==> src/rtl/glitch_pulse_gen.sv <==
// glitch_pulse_gen: armed, one-shot burst generator for the glitch driver.
// A trig in ARMED starts a burst of pulse_count pulses. Each pulse is
// pulse_width cycles active with pulse_gap idle cycles between pulses.
// Ports:
//   clk, rst        - clock and synchronous active-high reset
//   arm, abort      - arm level and force-to-idle request
//   trig            - one-cycle start pulse from the delay stage
//   pulse_width/gap - per-pulse active and idle lengths (0 means 1)
//   pulse_count     - pulses per burst (0 means 1)
//   clr_overrun     - clears the sticky overrun flag
//   glitch_out      - registered glitch drive (polarity from ACTIVE_HIGH)
//   armed, busy     - state indicators, registered
//   done            - one-cycle pulse after the last active cycle
//   overrun         - sticky, set by trig while a burst is running
module glitch_pulse_gen #(
  parameter int unsigned WIDTH_BITS  = 32,
  parameter int unsigned COUNT_BITS  = 16,
  parameter bit          ACTIVE_HIGH = 1'b1
) (
  input  logic                  clk,
  input  logic                  rst,
  input  logic                  arm,
  input  logic                  abort,
  input  logic                  trig,
  input  logic [WIDTH_BITS-1:0] pulse_width,
  input  logic [WIDTH_BITS-1:0] pulse_gap,
  input  logic [COUNT_BITS-1:0] pulse_count,
  input  logic                  clr_overrun,
  output logic                  glitch_out,
  output logic                  armed,
  output logic                  busy,
  output logic                  done,
  output logic                  overrun
);

  localparam logic ACT_LVL  = ACTIVE_HIGH;
  localparam logic IDLE_LVL = !ACTIVE_HIGH;

  typedef enum logic [1:0] {IDLE, ARMED, HIGH, GAP} state_t;

  state_t                state, state_nxt;
  logic [WIDTH_BITS-1:0] cnt, cnt_nxt;
  logic [WIDTH_BITS-1:0] width_lat, width_nxt;
  logic [WIDTH_BITS-1:0] gap_lat, gap_nxt;
  logic [COUNT_BITS-1:0] rem, rem_nxt;
  logic                  done_nxt, overrun_nxt;
  logic [WIDTH_BITS-1:0] w_eff, g_eff;
  logic [COUNT_BITS-1:0] n_eff;

  // Zero-to-one substitution on the configuration inputs.
  assign w_eff = (pulse_width == '0) ? WIDTH_BITS'(1) : pulse_width;
  assign g_eff = (pulse_gap   == '0) ? WIDTH_BITS'(1) : pulse_gap;
  assign n_eff = (pulse_count == '0) ? COUNT_BITS'(1) : pulse_count;

  // Next-state and next-output logic. Counters run down to zero, so the
  // terminal compare never needs W or G itself and W = 2^WIDTH_BITS-1 works.
  always_comb begin
    state_nxt   = state;
    cnt_nxt     = cnt;
    width_nxt   = width_lat;
    gap_nxt     = gap_lat;
    rem_nxt     = rem;
    done_nxt    = 1'b0;
    overrun_nxt = overrun;

    // Set beats clear when both land in the same cycle.
    if (clr_overrun) overrun_nxt = 1'b0;
    if (trig && (state == HIGH || state == GAP)) overrun_nxt = 1'b1;

    if (abort) begin
      state_nxt = IDLE;
    end else begin
      unique case (state)
        IDLE: begin
          if (arm) state_nxt = ARMED;
        end
        ARMED: begin
          if (trig) begin
            state_nxt = HIGH;
            width_nxt = w_eff;
            gap_nxt   = g_eff;
            rem_nxt   = n_eff;
            cnt_nxt   = w_eff - WIDTH_BITS'(1);
          end else if (!arm) begin
            state_nxt = IDLE;
          end
        end
        HIGH: begin
          if (cnt == '0) begin
            if (rem > COUNT_BITS'(1)) begin
              state_nxt = GAP;
              cnt_nxt   = gap_lat - WIDTH_BITS'(1);
            end else begin
              state_nxt = IDLE;
              done_nxt  = 1'b1;
            end
          end else begin
            cnt_nxt = cnt - WIDTH_BITS'(1);
          end
        end
        GAP: begin
          if (cnt == '0) begin
            state_nxt = HIGH;
            cnt_nxt   = width_lat - WIDTH_BITS'(1);
            rem_nxt   = rem - COUNT_BITS'(1);
          end else begin
            cnt_nxt = cnt - WIDTH_BITS'(1);
          end
        end
        default: state_nxt = IDLE;
      endcase
    end
  end

  // State and registered outputs; outputs are decoded from the next state
  // so glitch_out goes active on the very edge that samples trig.
  always_ff @(posedge clk) begin
    if (rst) begin
      state      <= IDLE;
      cnt        <= '0;
      width_lat  <= '0;
      gap_lat    <= '0;
      rem        <= '0;
      glitch_out <= IDLE_LVL;
      armed      <= 1'b0;
      busy       <= 1'b0;
      done       <= 1'b0;
      overrun    <= 1'b0;
    end else begin
      state      <= state_nxt;
      cnt        <= cnt_nxt;
      width_lat  <= width_nxt;
      gap_lat    <= gap_nxt;
      rem        <= rem_nxt;
      glitch_out <= (state_nxt == HIGH) ? ACT_LVL : IDLE_LVL;
      armed      <= (state_nxt == ARMED);
      busy       <= (state_nxt == HIGH) || (state_nxt == GAP);
      done       <= done_nxt;
      overrun    <= overrun_nxt;
    end
  end

endmodule

==> config.mk <==
export PLATFORM = sky130hd
export DESIGN_NAME = glitch_pulse_gen
export DESIGN_NICKNAME = d
export VERILOG_FILES = /design/src/rtl/glitch_pulse_gen.sv
export SDC_FILE = /design/constraint.sdc
export NUM_CORES = 1
export LEC_CHECK = 0
export ABC_AREA = 1
export CAP_MARGIN = 20
export CELL_PAD_IN_SITES_DETAIL_PLACEMENT = 1
export CELL_PAD_IN_SITES_GLOBAL_PLACEMENT = 1
export CORE_MARGIN = 1
export CORE_UTILIZATION = 40
export CTS_CLUSTER_DIAMETER = 200
export DETAILED_ROUTE_END_ITERATION = 6
export PLACE_DENSITY = 0.81
export REMOVE_ABC_BUFFERS = 1
export SLEW_MARGIN = 20
export SYNTH_ARGS = -nofsm -noshare
export SYNTH_HDL_FRONTEND = slang
export SYNTH_SLANG_ARGS = --single-unit
==> constraint.sdc <==
create_clock -name clk -period 2.7 [get_ports clk]
set_input_delay 0.405 -clock clk [delete_from_list [all_inputs] [get_ports clk]]
set_output_delay 0.405 -clock clk [all_outputs]
set_load 0.05 [all_outputs]
==> impl_metrics.xml, run 1 <==
<?xml version="1.0" encoding="UTF-8"?>
<metrics>
  <group name="outcome">
    <metric name="run_status" unit="">complete, but fails checks</metric>
    <metric name="violations" unit="">DRC</metric>
  </group>
  <group name="power_and_ir_drop">
    <metric name="clkPwrFrac" unit="%">39.8</metric>
    <metric name="power_frac_comb" unit="%">30.2</metric>
    <metric name="internal_power" unit="mW">3.98</metric>
    <metric name="powerDensity" unit="nW/µm²">549</metric>
    <metric name="total_leakage_power" unit="nW">5.38</metric>
    <metric name="post-layout-total-power" unit="mW">6.19</metric>
    <metric name="sequentialPowerShare" unit="%">30.0</metric>
    <metric name="irDropWorstVdd" unit="V">0.000400</metric>
    <metric name="p_sw" unit="mW">2.22</metric>
    <metric name="netSwitchingFraction" unit="%">35.8</metric>
  </group>
  <group name="die">
    <metric name="effective_utilization_at_floorplan" unit="%">41.0</metric>
    <metric name="rows" unit="">54</metric>
    <metric name="die_footprint" unit="µm²">23100</metric>
    <metric name="floorplan.io_pins" unit="">91</metric>
    <metric name="design.core.area" unit="µm²">22000</metric>
    <metric name="die_width" unit="µm">152</metric>
    <metric name="die_height" unit="µm">152</metric>
  </group>
  <group name="clocking">
    <metric name="cts-htree-levels" unit="">4</metric>
    <metric name="cts_max_path_buffers" unit="">2</metric>
    <metric name="holdBufCountCts" unit="">0</metric>
    <metric name="clock_transition_at_the_registers_of_the_reported_paths" unit="ps">60</metric>
    <metric name="cts_inserted_buffers" unit="">17</metric>
    <metric name="cts_num_sinks" unit="">119</metric>
    <metric name="number_of_gates_resized_after_cts" unit="">0</metric>
    <metric name="skew_pair_late_insertion_delay" unit="ps">430</metric>
    <metric name="cts_root_buf" unit="">sky130_fd_sc_hd__clkbuf_16</metric>
    <metric name="cts_tree" unit="">built</metric>
    <metric name="postcts_setup_bufs" unit="">0</metric>
  </group>
  <group name="placement">
    <metric name="hpwl" unit="µm">29800</metric>
    <metric name="place_area" unit="µm²">10700</metric>
    <metric name="port_buffers" unit="">90</metric>
    <metric name="gp_routability_congestion" unit="">0.965</metric>
  </group>
  <group name="setup_path">
    <metric name="setup.worst_path.class" unit="">flop to flop</metric>
    <metric name="worst-endpoint-arrival" unit="ps">2830</metric>
    <metric name="worstPathMaxFanout" unit="">26</metric>
    <metric name="cp_slowest_cell" unit="">sky130_fd_sc_hd__dfxtp_1</metric>
    <metric name="cp-start-kind" unit="">flop</metric>
    <metric name="timing.critical_path.to_type" unit="">flop</metric>
    <metric name="path_delay_family" unit="">simple AND/OR/NAND/NOR gates</metric>
    <metric name="maximum_cell_stage_delay_along_the_critical_path" unit="ps">330</metric>
    <metric name="timing.critical_path.buf_inv" unit="">2</metric>
    <metric name="cp_data_required_time" unit="ps">3060</metric>
    <metric name="most_numerous_cell_on_the_critical_path" unit="">sky130_fd_sc_hd__a21oi_1</metric>
    <metric name="crit_chain" unit="">inv_1 -&gt; ha_1 -&gt; nand3_2 -&gt; nor2_2 -&gt; nand2_2 -&gt; nor2_4 -&gt; inv_2 -&gt; o21ai_4 -&gt; nand2_4 -&gt; a21oi_1 -&gt; o21ai_0 -&gt; a21oi_1</metric>
  </group>
  <group name="cells_and_area">
    <metric name="stdcell_area" unit="µm²">11300</metric>
    <metric name="syn_to_final_growth" unit="%">25.2</metric>
    <metric name="total_of_fill_cells_in_the_finished_design" unit="">3052</metric>
    <metric name="fraction_of_layout_cells_with_a_size_suffix_above_1" unit="%">7.96</metric>
    <metric name="finalNetCount" unit="">1775</metric>
    <metric name="antenna-diode-count" unit="">0</metric>
  </group>
  <group name="synthesis">
    <metric name="netlist_top_cells_area" unit="">sky130_fd_sc_hd__dfxtp_1, sky130_fd_sc_hd__nor2_1, sky130_fd_sc_hd__nand2_1</metric>
    <metric name="syn_area" unit="µm²">9000</metric>
    <metric name="yosysWarnings" unit="">0</metric>
    <metric name="yosysTopAreaCell" unit="">sky130_fd_sc_hd__dfxtp_1</metric>
    <metric name="synth-main-ff-cell" unit="">sky130_fd_sc_hd__dfxtp_1</metric>
    <metric name="yosys_register_bits" unit="">119</metric>
    <metric name="synth-async-reset-ratio" unit="%">0</metric>
    <metric name="synth_cell_types" unit="">38</metric>
    <metric name="postSynthCellCount" unit="">1552</metric>
    <metric name="avgSynthCellArea" unit="µm²">5.80</metric>
    <metric name="synth_seq_area_share" unit="%">26.5</metric>
    <metric name="yosys.area.top_type_share" unit="%">26.5</metric>
    <metric name="synth_enable_flop_cells" unit="">0</metric>
  </group>
  <group name="routing">
    <metric name="num_vias" unit="">11144</metric>
    <metric name="detail_route.wirelength" unit="µm">38900</metric>
    <metric name="number_of_nets_with_antenna_violations_after_routing" unit="">0</metric>
    <metric name="wl_per_cell" unit="µm">19.7</metric>
    <metric name="remaining_drc_errors" unit="">16</metric>
    <metric name="first_pass_iters" unit="">7</metric>
    <metric name="detail_route.vias_per_cell" unit="">5.64</metric>
    <metric name="first_iter_violations" unit="">789</metric>
  </group>
  <group name="timing">
    <metric name="setup-tns-final" unit="ps">0</metric>
    <metric name="timing.clock.skew" unit="ps">8.51</metric>
    <metric name="slew_viols_final" unit="">0</metric>
    <metric name="setup_repair_after_global_routing_missed_its_margin" unit="">no</metric>
    <metric name="final.period_utilization" unit="%">91.7</metric>
    <metric name="maxSlewHeadroom" unit="%">46.5</metric>
    <metric name="fin_crit" unit="ps">2480</metric>
    <metric name="worst_slew_pin_slew" unit="ps">801</metric>
    <metric name="max_freq" unit="MHz">404</metric>
    <metric name="final.hold.worst_slack" unit="ps">472</metric>
    <metric name="setup_viol" unit="">0</metric>
    <metric name="timing.final.hold_violations" unit="">0</metric>
  </group>
  <group name="global_route">
    <metric name="gr-total-overflow" unit="">0</metric>
    <metric name="grt_max_degree" unit="">86</metric>
    <metric name="gr-max-usage-layer" unit="">met2</metric>
    <metric name="grt_util_met3" unit="%">4.85</metric>
    <metric name="grt_usage" unit="%">34.1</metric>
    <metric name="number_of_antenna_violations_at_the_first_check_in_global_routing" unit="">0</metric>
    <metric name="vias_in_the_first_global_route" unit="">11220</metric>
    <metric name="grt_first_pass_wirelength" unit="µm">61600</metric>
    <metric name="use_met1" unit="%">44.5</metric>
    <metric name="grt_use_met2" unit="%">56.3</metric>
  </group>
  <group name="job">
    <metric name="max-cap-violations" unit="">0</metric>
  </group>
  <group name="min_path">
    <metric name="min_path_type" unit="">flop to flop</metric>
  </group>
</metrics>
-- worst register-to-register path, delay by kind of cell (launching register included) --
| family | cells | cell delay (ps) |
|---|---|---|
| AOI/OAI and AO/OA | 4 | 730 |
| adders and majority gates | 1 | 250 |
| buffers and inverters | 2 | 180 |
| DFF | 1 | 330 |
| and+or+nand+nor | 5 | 930 |
-- final cells by class --
class	count	area, µm²	area share (%)
timing repair buffer	166	1520	13.5
clock inverter	11	146	1.30
multi-input combinational	1244	5900	52.3
tap	280	350	3.11
sequential	119	2380	21.1
inverter	135	507	4.49
clock buffer	21	470	4.17
-- per-stage QoR --
step / cells / setup WS, ps / utilization [%]
global route: 1976 / 28.0 / 51.3
finish: 1976 / 224 / 51.3
detailed placement: 1944 / -53.9 / 48.5
global placement: 1944 / 26.2 / 48.5
CTS: 1976 / 259 / 51.3
floorplan: 1498 / -4370 / -
-- final timing paths --
path | cells past startpoint | to | slack [ps] | startpoint
setup / recovery | 12 | rem[14] | 220 | cnt[0]
setup reg to reg | 12 | rem[14] | 220 | cnt[0]
hold reg to reg | 2 | overrun | 470 | overrun
hold / removal | 2 | overrun | 470 | overrun
-- cell usage after synthesis, types with 4 or more instances --
library cell / number
sky130_fd_sc_hd__buf_2: 11
sky130_fd_sc_hd__or2_2: 4
sky130_fd_sc_hd__xnor2_1: 26
sky130_fd_sc_hd__o21ai_0: 127
sky130_fd_sc_hd__inv_2: 5
sky130_fd_sc_hd__nor2_2: 9
sky130_fd_sc_hd__ha_1: 6
sky130_fd_sc_hd__a21oi_1: 86
sky130_fd_sc_hd__nor3_1: 19
sky130_fd_sc_hd__a211oi_1: 6
sky130_fd_sc_hd__clkbuf_1: 39
sky130_fd_sc_hd__nand4_1: 23
sky130_fd_sc_hd__nor4_1: 16
sky130_fd_sc_hd__o21bai_1: 6
sky130_fd_sc_hd__xor2_1: 47
sky130_fd_sc_hd__inv_1: 128
sky130_fd_sc_hd__a31oi_1: 4
sky130_fd_sc_hd__nand3_1: 136
sky130_fd_sc_hd__nor2_1: 357
sky130_fd_sc_hd__nand2_1: 334
sky130_fd_sc_hd__nand3b_1: 6
sky130_fd_sc_hd__o211ai_1: 14
sky130_fd_sc_hd__dfxtp_1: 119
-- cells by family after synthesis --
group / after synthesis / share of synthesized area, %
buf+inv: 189 / 8.12
simple gates: 911 / 42.2
fa+ha+maj: 6 / 0.834
flops: 119 / 26.5
xor+xnor: 73 / 7.10
compound gates: 254 / 15.3
-- routing by layer --
metal / up-vias / share of wire [%]
met5: - / 0
met4: 0 / 4.0
met3: 93 / 5.8
met2: 410 / 46
met1: 5329 / 45
li1: 5312 / -
-- state kept, by name, summed over array words and instances, names as in the netlist --
register / count
armed: 1
glitch_out: 1
cnt: 32
busy: 1
state: 2
overrun: 1
done: 1
rem: 16
width_lat: 32
gap_lat: 32
-- power groups by stage --
stage	combinational [mW]	sequential (mW)	clock [mW]
2_1_floorplan	1.06	1.88	0
3_3_place_gp	1.78	1.89	0
3_5_place_dp	1.81	1.89	0
4_1_cts	1.85	1.85	2.49
5_1_grt	2.03	1.86	2.57
6_report	1.87	1.85	2.46
-- cell usage in the layout (no fill, tap or decap), types with 5 or more instances in the layout --
| cell type | count |
|---|---|
| sky130_fd_sc_hd__a211oi_1 | 6 |
| sky130_fd_sc_hd__a21oi_1 | 86 |
| sky130_fd_sc_hd__buf_4 | 72 |
| sky130_fd_sc_hd__clkbuf_16 | 17 |
| sky130_fd_sc_hd__clkdlybuf4s50_1 | 90 |
| sky130_fd_sc_hd__clkinvlp_4 | 5 |
| sky130_fd_sc_hd__dfxtp_1 | 119 |
| sky130_fd_sc_hd__ha_1 | 6 |
| sky130_fd_sc_hd__inv_1 | 127 |
| sky130_fd_sc_hd__inv_2 | 6 |
| sky130_fd_sc_hd__nand2_1 | 334 |
| sky130_fd_sc_hd__nand3_1 | 136 |
| sky130_fd_sc_hd__nand3b_1 | 6 |
| sky130_fd_sc_hd__nand4_1 | 23 |
| sky130_fd_sc_hd__nor2_1 | 356 |
| sky130_fd_sc_hd__nor2_2 | 10 |
| sky130_fd_sc_hd__nor3_1 | 18 |
| sky130_fd_sc_hd__nor4_1 | 16 |
| sky130_fd_sc_hd__o211ai_1 | 14 |
| sky130_fd_sc_hd__o21ai_0 | 127 |
| sky130_fd_sc_hd__o21bai_1 | 6 |
| sky130_fd_sc_hd__xnor2_1 | 26 |
| sky130_fd_sc_hd__xor2_1 | 47 |
No activity file was read; power rests on OpenSTA's default activity.
==> inputs of run 2 (changes only) <==
Settings changed: ABC_AREA 1 to default, CORE_UTILIZATION 40 to 42, PLACE_DENSITY 0.81 to 0.82.
==> impl_metrics.xml, run 2 <==
<?xml version="1.0" encoding="UTF-8"?>
<metrics>
  <group name="synthesis">
    <metric name="netlist_top_cells_area" unit="">sky130_fd_sc_hd__dfxtp_1, sky130_fd_sc_hd__nand2_1, sky130_fd_sc_hd__a21oi_1</metric>
    <metric name="synth-xor-area-share" unit="%">9.77</metric>
    <metric name="syn_area" unit="µm²">7980</metric>
    <metric name="synth-async-reset-ratio" unit="%">0</metric>
    <metric name="yosys.area_share.adder" unit="%">0.941</metric>
    <metric name="synth_cell_types" unit="">67</metric>
    <metric name="muxShareOfSynthArea" unit="%">2.42</metric>
    <metric name="yosys.area.top_type_share" unit="%">29.9</metric>
    <metric name="yosysWarnings" unit="">0</metric>
    <metric name="synth_compound_gate_area_share" unit="%">20.9</metric>
    <metric name="synth-main-ff-cell" unit="">sky130_fd_sc_hd__dfxtp_1</metric>
    <metric name="yosysTopAreaCell" unit="">sky130_fd_sc_hd__dfxtp_1</metric>
    <metric name="synth_enable_flop_cells" unit="">0</metric>
    <metric name="synth_seq_area_share" unit="%">29.9</metric>
    <metric name="post_synth_most_frequent_cells" unit="">sky130_fd_sc_hd__nand2_1, sky130_fd_sc_hd__dfxtp_1, sky130_fd_sc_hd__a21oi_1</metric>
    <metric name="postSynthCellCount" unit="">1091</metric>
    <metric name="synth.most_common_cell" unit="">sky130_fd_sc_hd__nand2_1</metric>
    <metric name="combinational_family_with_the_most_area_after_synthesis" unit="">simple AND/OR/NAND/NOR gates</metric>
    <metric name="synthSimpleGateAreaFrac" unit="%">31.7</metric>
    <metric name="yosys_register_bits" unit="">119</metric>
    <metric name="avgSynthCellArea" unit="µm²">7.31</metric>
  </group>
  <group name="global_route">
    <metric name="grt_max_degree" unit="">75</metric>
    <metric name="number_of_antenna_violations_at_the_first_check_in_global_routing" unit="">10</metric>
    <metric name="vias_in_the_first_global_route" unit="">10884</metric>
    <metric name="grt_usage" unit="%">41.1</metric>
    <metric name="gr-total-overflow" unit="">0</metric>
    <metric name="grt_first_pass_wirelength" unit="µm">62100</metric>
  </group>
  <group name="job">
    <metric name="max-cap-violations" unit="">1</metric>
  </group>
  <group name="setup_path">
    <metric name="worstPathMaxFanout" unit="">7</metric>
    <metric name="cp-start-kind" unit="">input pin</metric>
    <metric name="crit_cells" unit="">12</metric>
    <metric name="most_numerous_cell_on_the_critical_path" unit="">sky130_fd_sc_hd__nor4_4</metric>
    <metric name="maximum_cell_stage_delay_along_the_critical_path" unit="ps">610</metric>
    <metric name="critical_path.startpoint" unit="">pulse_width[20]</metric>
    <metric name="timing.critical_path.to_type" unit="">flop</metric>
    <metric name="ff2ff_path_depth" unit="">10</metric>
    <metric name="cp_slowest_cell" unit="">sky130_fd_sc_hd__nor4_4</metric>
    <metric name="path_delay_family" unit="">simple AND/OR/NAND/NOR gates</metric>
    <metric name="worst-endpoint-arrival" unit="ps">4240</metric>
    <metric name="r2r_setup_slack" unit="ps">-870</metric>
    <metric name="crit_chain" unit="">dlygate4sd2_1 -&gt; or4_4 -&gt; nor4_4 -&gt; a31oi_4 -&gt; ha_4 -&gt; nand2b_4 -&gt; nor4_4 -&gt; nand3b_1 -&gt; xor2_1 -&gt; mux2i_1 -&gt; o211ai_1 -&gt; a21oi_2</metric>
    <metric name="crit-reg2reg-launch" unit="">cnt[1]</metric>
    <metric name="setup.worst_path.class" unit="">input pin to flop</metric>
    <metric name="cp_data_required_time" unit="ps">3090</metric>
    <metric name="timing.rr.end" unit="">cnt[12]</metric>
    <metric name="timing.critical_path.buf_inv" unit="">1</metric>
  </group>
  <group name="outcome">
    <metric name="run_status" unit="">complete, but fails checks</metric>
    <metric name="violations" unit="">capacitance limit, slew limit, setup timing</metric>
  </group>
  <group name="timing">
    <metric name="fin_crit" unit="ps">3850</metric>
    <metric name="final.period_utilization" unit="%">143</metric>
    <metric name="setup_repair_after_global_routing_missed_its_margin" unit="">yes</metric>
    <metric name="setup_viol" unit="">39</metric>
    <metric name="timing.final.hold_violations" unit="">0</metric>
    <metric name="slew_viols_final" unit="">1</metric>
    <metric name="final.hold.worst_slack" unit="ps">400</metric>
    <metric name="maxSlewHeadroom" unit="%">-0.440</metric>
    <metric name="worst_slew_pin_slew" unit="ps">1490</metric>
    <metric name="fin_ws" unit="ps">-1150</metric>
    <metric name="max_freq" unit="MHz">260</metric>
    <metric name="timing.clock.skew" unit="ps">10.6</metric>
    <metric name="setup-tns-final" unit="ps">-9770</metric>
  </group>
  <group name="cells_and_area">
    <metric name="post_layout_nonfiller_instances" unit="">1589</metric>
    <metric name="layout_top_registers" unit="">cnt (32), gap_lat (32), width_lat (32)</metric>
    <metric name="stdcell_area" unit="µm²">12200</metric>
    <metric name="fraction_of_layout_cells_with_a_size_suffix_above_1" unit="%">29.8</metric>
    <metric name="syn_to_final_growth" unit="%">52.5</metric>
    <metric name="final_cell_mix" unit="">sky130_fd_sc_hd__nand2_1, sky130_fd_sc_hd__buf_4, sky130_fd_sc_hd__dfxtp_1</metric>
    <metric name="final_common_cell" unit="">sky130_fd_sc_hd__nand2_1</metric>
    <metric name="finalNetCount" unit="">1428</metric>
    <metric name="finish.utilization" unit="%">65.2</metric>
    <metric name="total_of_fill_cells_in_the_finished_design" unit="">2177</metric>
  </group>
  <group name="clocking">
    <metric name="cts_max_path_buffers" unit="">2</metric>
    <metric name="skew_pair_late_insertion_delay" unit="ps">470</metric>
    <metric name="clock_transition_at_the_registers_of_the_reported_paths" unit="ps">70</metric>
    <metric name="cts-htree-levels" unit="">4</metric>
    <metric name="cts_inserted_buffers" unit="">17</metric>
    <metric name="cts_tree" unit="">built</metric>
    <metric name="cts_num_sinks" unit="">119</metric>
    <metric name="cts_root_buf" unit="">sky130_fd_sc_hd__clkbuf_16</metric>
  </group>
  <group name="placement">
    <metric name="hpwl" unit="µm">22500</metric>
    <metric name="gp_routability_congestion" unit="">0.908</metric>
    <metric name="place_inst" unit="">1520</metric>
    <metric name="pre_cts_slack" unit="ps">-749</metric>
    <metric name="port_buffers" unit="">90</metric>
    <metric name="place_area" unit="µm²">10300</metric>
  </group>
  <group name="routing">
    <metric name="wl_per_cell" unit="µm">31.9</metric>
    <metric name="first_iter_violations" unit="">1380</metric>
    <metric name="detail_route.wirelength" unit="µm">50600</metric>
    <metric name="num_vias" unit="">11496</metric>
    <metric name="remaining_drc_errors" unit="">0</metric>
    <metric name="detail_route.vias_per_cell" unit="">7.23</metric>
    <metric name="number_of_nets_with_antenna_violations_after_routing" unit="">0</metric>
    <metric name="first_pass_iters" unit="">5</metric>
  </group>
  <group name="min_path">
    <metric name="min_path_type" unit="">input pin to flop</metric>
    <metric name="holdCritStartpoint" unit="">pulse_width[2]</metric>
    <metric name="hold-path-endpoint" unit="">width_lat[2]</metric>
    <metric name="min_delay_path_depth" unit="">4</metric>
  </group>
  <group name="power_and_ir_drop">
    <metric name="post-layout-total-power" unit="mW">6.60</metric>
    <metric name="irDropWorstVdd" unit="V">0.000486</metric>
    <metric name="powerDensity" unit="nW/µm²">543</metric>
    <metric name="total_leakage_power" unit="nW">4.80</metric>
  </group>
  <group name="die">
    <metric name="die_width" unit="µm">140</metric>
    <metric name="die_footprint" unit="µm²">19500</metric>
    <metric name="effective_utilization_at_floorplan" unit="%">42.8</metric>
    <metric name="floorplan.io_pins" unit="">91</metric>
    <metric name="die_height" unit="µm">140</metric>
    <metric name="design.core.area" unit="µm²">18600</metric>
    <metric name="rows" unit="">50</metric>
  </group>
</metrics>
-- run 2: cell count changes in the layout (fill, tap and decap cells not counted), sizes merged, moves of 21 or more --
cell	before	now
nor2	367	75
nand2	336	198
buf	76	206
inv	134	14
nand3	138	20
o21ai	131	46
nor3	19	54
nor4	16	51
clkdlybuf4s50	90	57
or4	0	30
xnor2	26	51
a21oi	86	109
dlymetal6s2s	0	21
-- run 2: where the power goes --
part,switching (mW),internal [mW]
Clock,1.03,1.52
Combinational,1.32,0.888
Sequential,0.0480,1.79
Total,2.40,4.20
-- run 2: layout make-up --
| type | count | area (µm²) | area share, % |
|---|---|---|---|
| Tap cell | 234 | 293 | 2.41 |
| Antenna cell | 6 | 15.0 | 0.123 |
| Sequential cell | 119 | 2390 | 19.6 |
| Timing Repair Buffer | 298 | 2700 | 22.2 |
| Multi-Input combinational cell | 886 | 6090 | 50.1 |
| Clock inverter | 11 | 148 | 1.21 |
| Inverter | 14 | 52.6 | 0.432 |
| Clock buffer | 21 | 470 | 3.87 |
-- run 2: worst reg2reg max path: cells and delay by family, from the launching register on --
family          cells  cell delay [ps]
simple gates        3             1110
compound gates      2              940
mux                 1              630
flops               1              330
buf+inv             2              240
fa+ha+maj           1              130
xor+xnor            1              110
-- run 2: cell families (layout without fill, tap and decap cells) --
group | after synthesis | count (layout)
buffers and inverters | 88 | 344
other | 0 | 6
adder cells (fa/ha/maj) | 6 | 6
AND/OR/NAND/NOR | 508 | 509
multiplexers | 19 | 19
XOR/XNOR | 89 | 89
AO/OA/AOI/OAI | 262 | 263
flip-flops | 119 | 119
-- run 2: how the worst max path moves through the flow --
stage                          to
after floorplan           cnt[31]
after global placement    cnt[28]
after detailed placement  cnt[28]
after CTS                 cnt[27]
after global routing      cnt[12]
final                     cnt[12]
-- run 2: repair_timing --
action / in CTS / in global routing
pin swaps: 35 / 62
setup buffers: 11 / 16
endpoints found under the setup margin: 51 / 52
gates cloned: 1 / 7
resized for setup: 83 / 158
hold buffers: 0 / 0
-- run 2: layer usage --
metal	GRT usage (%)	wire length [µm]	vias to the layer above
met5	0	68	-
met4	28.6	5040	10
met3	10.7	6200	471
met2	70.3	21800	1116
met1	44.5	17500	5432
li1	-	-	4467
==> inputs of run 3 (changes only) <==
Settings changed: CORE_UTILIZATION 42 to 27, HOLD_SLACK_MARGIN from default to 0.15, PLACE_DENSITY 0.82 to 0.57.
==> impl_metrics.xml, run 3 (same netlist as run 2, synthesis figures left out) <==
<?xml version="1.0" encoding="UTF-8"?>
<metrics>
  <group name="setup_path">
    <metric name="path_delay_family" unit="">simple AND/OR/NAND/NOR gates</metric>
    <metric name="timing.critical_path.buf_inv" unit="">2</metric>
    <metric name="timing.critical_path.to_type" unit="">flop</metric>
    <metric name="crit_chain" unit="">buf_6 -&gt; or4_4 -&gt; or4_4 -&gt; buf_8 -&gt; nor2_4 -&gt; nand2_2 -&gt; xor2_1 -&gt; a211o_1 -&gt; a311oi_1</metric>
    <metric name="setup.worst_path.class" unit="">flop to flop</metric>
    <metric name="cp-start-kind" unit="">flop</metric>
    <metric name="cp_data_required_time" unit="ps">3030</metric>
    <metric name="most_numerous_cell_on_the_critical_path" unit="">sky130_fd_sc_hd__or4_4</metric>
    <metric name="cp_slowest_cell" unit="">sky130_fd_sc_hd__or4_4</metric>
    <metric name="r2r_setup_slack" unit="ps">-50</metric>
    <metric name="maximum_cell_stage_delay_along_the_critical_path" unit="ps">540</metric>
    <metric name="worstPathMaxFanout" unit="">6</metric>
    <metric name="worst-endpoint-arrival" unit="ps">3080</metric>
  </group>
  <group name="clocking">
    <metric name="clock_transition_at_the_registers_of_the_reported_paths" unit="ps">60</metric>
    <metric name="cts_root_buf" unit="">sky130_fd_sc_hd__clkbuf_16</metric>
    <metric name="cts_num_sinks" unit="">119</metric>
    <metric name="skew_pair_late_insertion_delay" unit="ps">430</metric>
    <metric name="cts-htree-levels" unit="">4</metric>
    <metric name="holdBufCountCts" unit="">0</metric>
    <metric name="cts_inserted_buffers" unit="">17</metric>
    <metric name="cts_tree" unit="">built</metric>
    <metric name="cts_max_path_buffers" unit="">2</metric>
  </group>
  <group name="outcome">
    <metric name="violations" unit="">setup timing</metric>
    <metric name="run_status" unit="">complete, but fails checks</metric>
  </group>
  <group name="global_route">
    <metric name="vias_in_the_first_global_route" unit="">9036</metric>
    <metric name="gr-total-overflow" unit="">0</metric>
    <metric name="number_of_antenna_violations_at_the_first_check_in_global_routing" unit="">0</metric>
    <metric name="grt_usage" unit="%">21.3</metric>
    <metric name="grt_first_pass_wirelength" unit="µm">50500</metric>
    <metric name="grt_max_degree" unit="">42</metric>
  </group>
  <group name="cells_and_area">
    <metric name="final_cell_mix" unit="">sky130_fd_sc_hd__nand2_1, sky130_fd_sc_hd__buf_4, sky130_fd_sc_hd__dfxtp_1</metric>
    <metric name="area_of_the_multi_input_gates" unit="µm²">5850</metric>
    <metric name="syn_to_final_growth" unit="%">51.7</metric>
    <metric name="post_layout_nonfiller_instances" unit="">1736</metric>
    <metric name="layout_top_registers" unit="">cnt (32), gap_lat (32), width_lat (32)</metric>
    <metric name="antenna-diode-count" unit="">0</metric>
    <metric name="finalNetCount" unit="">1431</metric>
    <metric name="total_of_fill_cells_in_the_finished_design" unit="">3479</metric>
    <metric name="fraction_of_layout_cells_with_a_size_suffix_above_1" unit="%">27.6</metric>
    <metric name="layout.area.seq" unit="µm²">2390</metric>
    <metric name="final_common_cell" unit="">sky130_fd_sc_hd__nand2_1</metric>
  </group>
  <group name="routing">
    <metric name="detail_route.wirelength" unit="µm">32300</metric>
    <metric name="remaining_drc_errors" unit="">0</metric>
    <metric name="wl_per_cell" unit="µm">18.6</metric>
    <metric name="detail_route.vias_per_cell" unit="">5.15</metric>
    <metric name="first_pass_iters" unit="">5</metric>
    <metric name="first_iter_violations" unit="">444</metric>
    <metric name="number_of_nets_with_antenna_violations_after_routing" unit="">0</metric>
    <metric name="num_vias" unit="">8938</metric>
  </group>
  <group name="timing">
    <metric name="timing.final.hold_violations" unit="">0</metric>
    <metric name="timing.clock.skew" unit="ps">11.3</metric>
    <metric name="setup_repair_after_global_routing_missed_its_margin" unit="">yes</metric>
    <metric name="maxSlewHeadroom" unit="%">47.2</metric>
    <metric name="setup-tns-final" unit="ps">-82.4</metric>
    <metric name="max_freq" unit="MHz">364</metric>
    <metric name="slew_viols_final" unit="">0</metric>
    <metric name="fin_ws" unit="ps">-46.9</metric>
    <metric name="worst_slew_pin_slew" unit="ps">792</metric>
    <metric name="setup_viol" unit="">3</metric>
    <metric name="final.period_utilization" unit="%">102</metric>
    <metric name="fin_crit" unit="ps">2750</metric>
    <metric name="final.hold.worst_slack" unit="ps">371</metric>
  </group>
  <group name="die">
    <metric name="floorplan.io_pins" unit="">91</metric>
    <metric name="rows" unit="">62</metric>
    <metric name="die_width" unit="µm">174</metric>
    <metric name="effective_utilization_at_floorplan" unit="%">27.6</metric>
    <metric name="die_height" unit="µm">174</metric>
    <metric name="die_footprint" unit="µm²">30200</metric>
    <metric name="design.core.area" unit="µm²">28900</metric>
  </group>
  <group name="power_and_ir_drop">
    <metric name="irDropWorstVdd" unit="V">0.000396</metric>
    <metric name="total_leakage_power" unit="nW">4.69</metric>
    <metric name="powerDensity" unit="nW/µm²">524</metric>
  </group>
  <group name="placement">
    <metric name="hpwl" unit="µm">24000</metric>
    <metric name="port_buffers" unit="">90</metric>
    <metric name="gp_routability_congestion" unit="">0.836</metric>
    <metric name="place_inst" unit="">1681</metric>
  </group>
  <group name="min_path">
    <metric name="min_path_type" unit="">input pin to flop</metric>
  </group>
  <group name="job">
    <metric name="max-cap-violations" unit="">0</metric>
  </group>
</metrics>
-- run 3: cell types whose count changed in the layout (fill, tap and decap cells not counted), sizes merged --
cell           delta
buf               +7
bufinv            +2
clkbuf            +1
clkdlybuf4s15     +2
clkdlybuf4s50     +5
clkinvlp          -2
diode             -6
dlygate4sd2       -1
dlymetal6s2s     -12
inv               +3
o311ai            -1
or3               -1
-- run 3: metrics by stage --
stage               power, mW  worst slack [ps]  utilization (%)  cell area, µm²
floorplan                2.64             -1830                -            7680
global placement         3.46              -731             36.8           10600
detailed placement       3.47              -788             36.8           10600
CTS                      6.24             -37.8             40.5           11700
global route             6.60              -105             41.9           12100
finish                   6.34             -46.9             41.9           12100
-- run 3: path summary, 6_finish.rpt --
check | endpoint | cells past startpoint | start
max | cnt[23] | 9 | width_lat[1]
min | width_lat[3] | 4 | pulse_width[3]
max reg2reg | cnt[23] | 9 | width_lat[1]
min reg2reg | gap_lat[31] | 2 | gap_lat[31]
-- run 3: layer usage --
metal  share of wire [%]  vias to the layer above  GRT usage, %  routed length [µm]
met2                  47                      154          35.0               15100
met3                 2.9                       36          2.79                 928
met1                  48                     4301          28.8               15600
met4                 1.8                        0          6.36                 573
li1                    -                     4447             -                   -
met5                   0                        -             0                   0
-- run 3: where the power goes --
group / switching (mW) / leakage (nW) / internal (mW)
registers: 0.0351 / 0.966 / 1.79
logic: 0.986 / 3.41 / 0.919
clock network: 0.955 / 0.311 / 1.65
total: 1.98 / 4.69 / 4.36
-- run 3: layout make-up --
cell class / count / share of cell area (%)
Sequential cell: 119 / 19.8
Tap cell: 384 / 3.97
Multi-Input combinational cell: 884 / 48.3
Timing Repair Buffer: 303 / 22.1
Clock buffer: 18 / 3.55
Clock inverter: 14 / 1.84
Inverter: 14 / 0.434
-- run 3: what timing repair did --
action                                  4_1_cts  5_1_grt
gates resized for setup                      82      101
endpoints found under the setup margin       51       48
gates cloned                                  0        1
buffers inserted                             17       12
pin swaps                                    31       48
-- run 3: tightest hold or removal path: stages --
cell                       delay (ps)
sky130_fd_sc_hd__clkbuf_2          90
sky130_fd_sc_hd__buf_4            150
sky130_fd_sc_hd__nand2_1           50
sky130_fd_sc_hd__a21oi_1           50
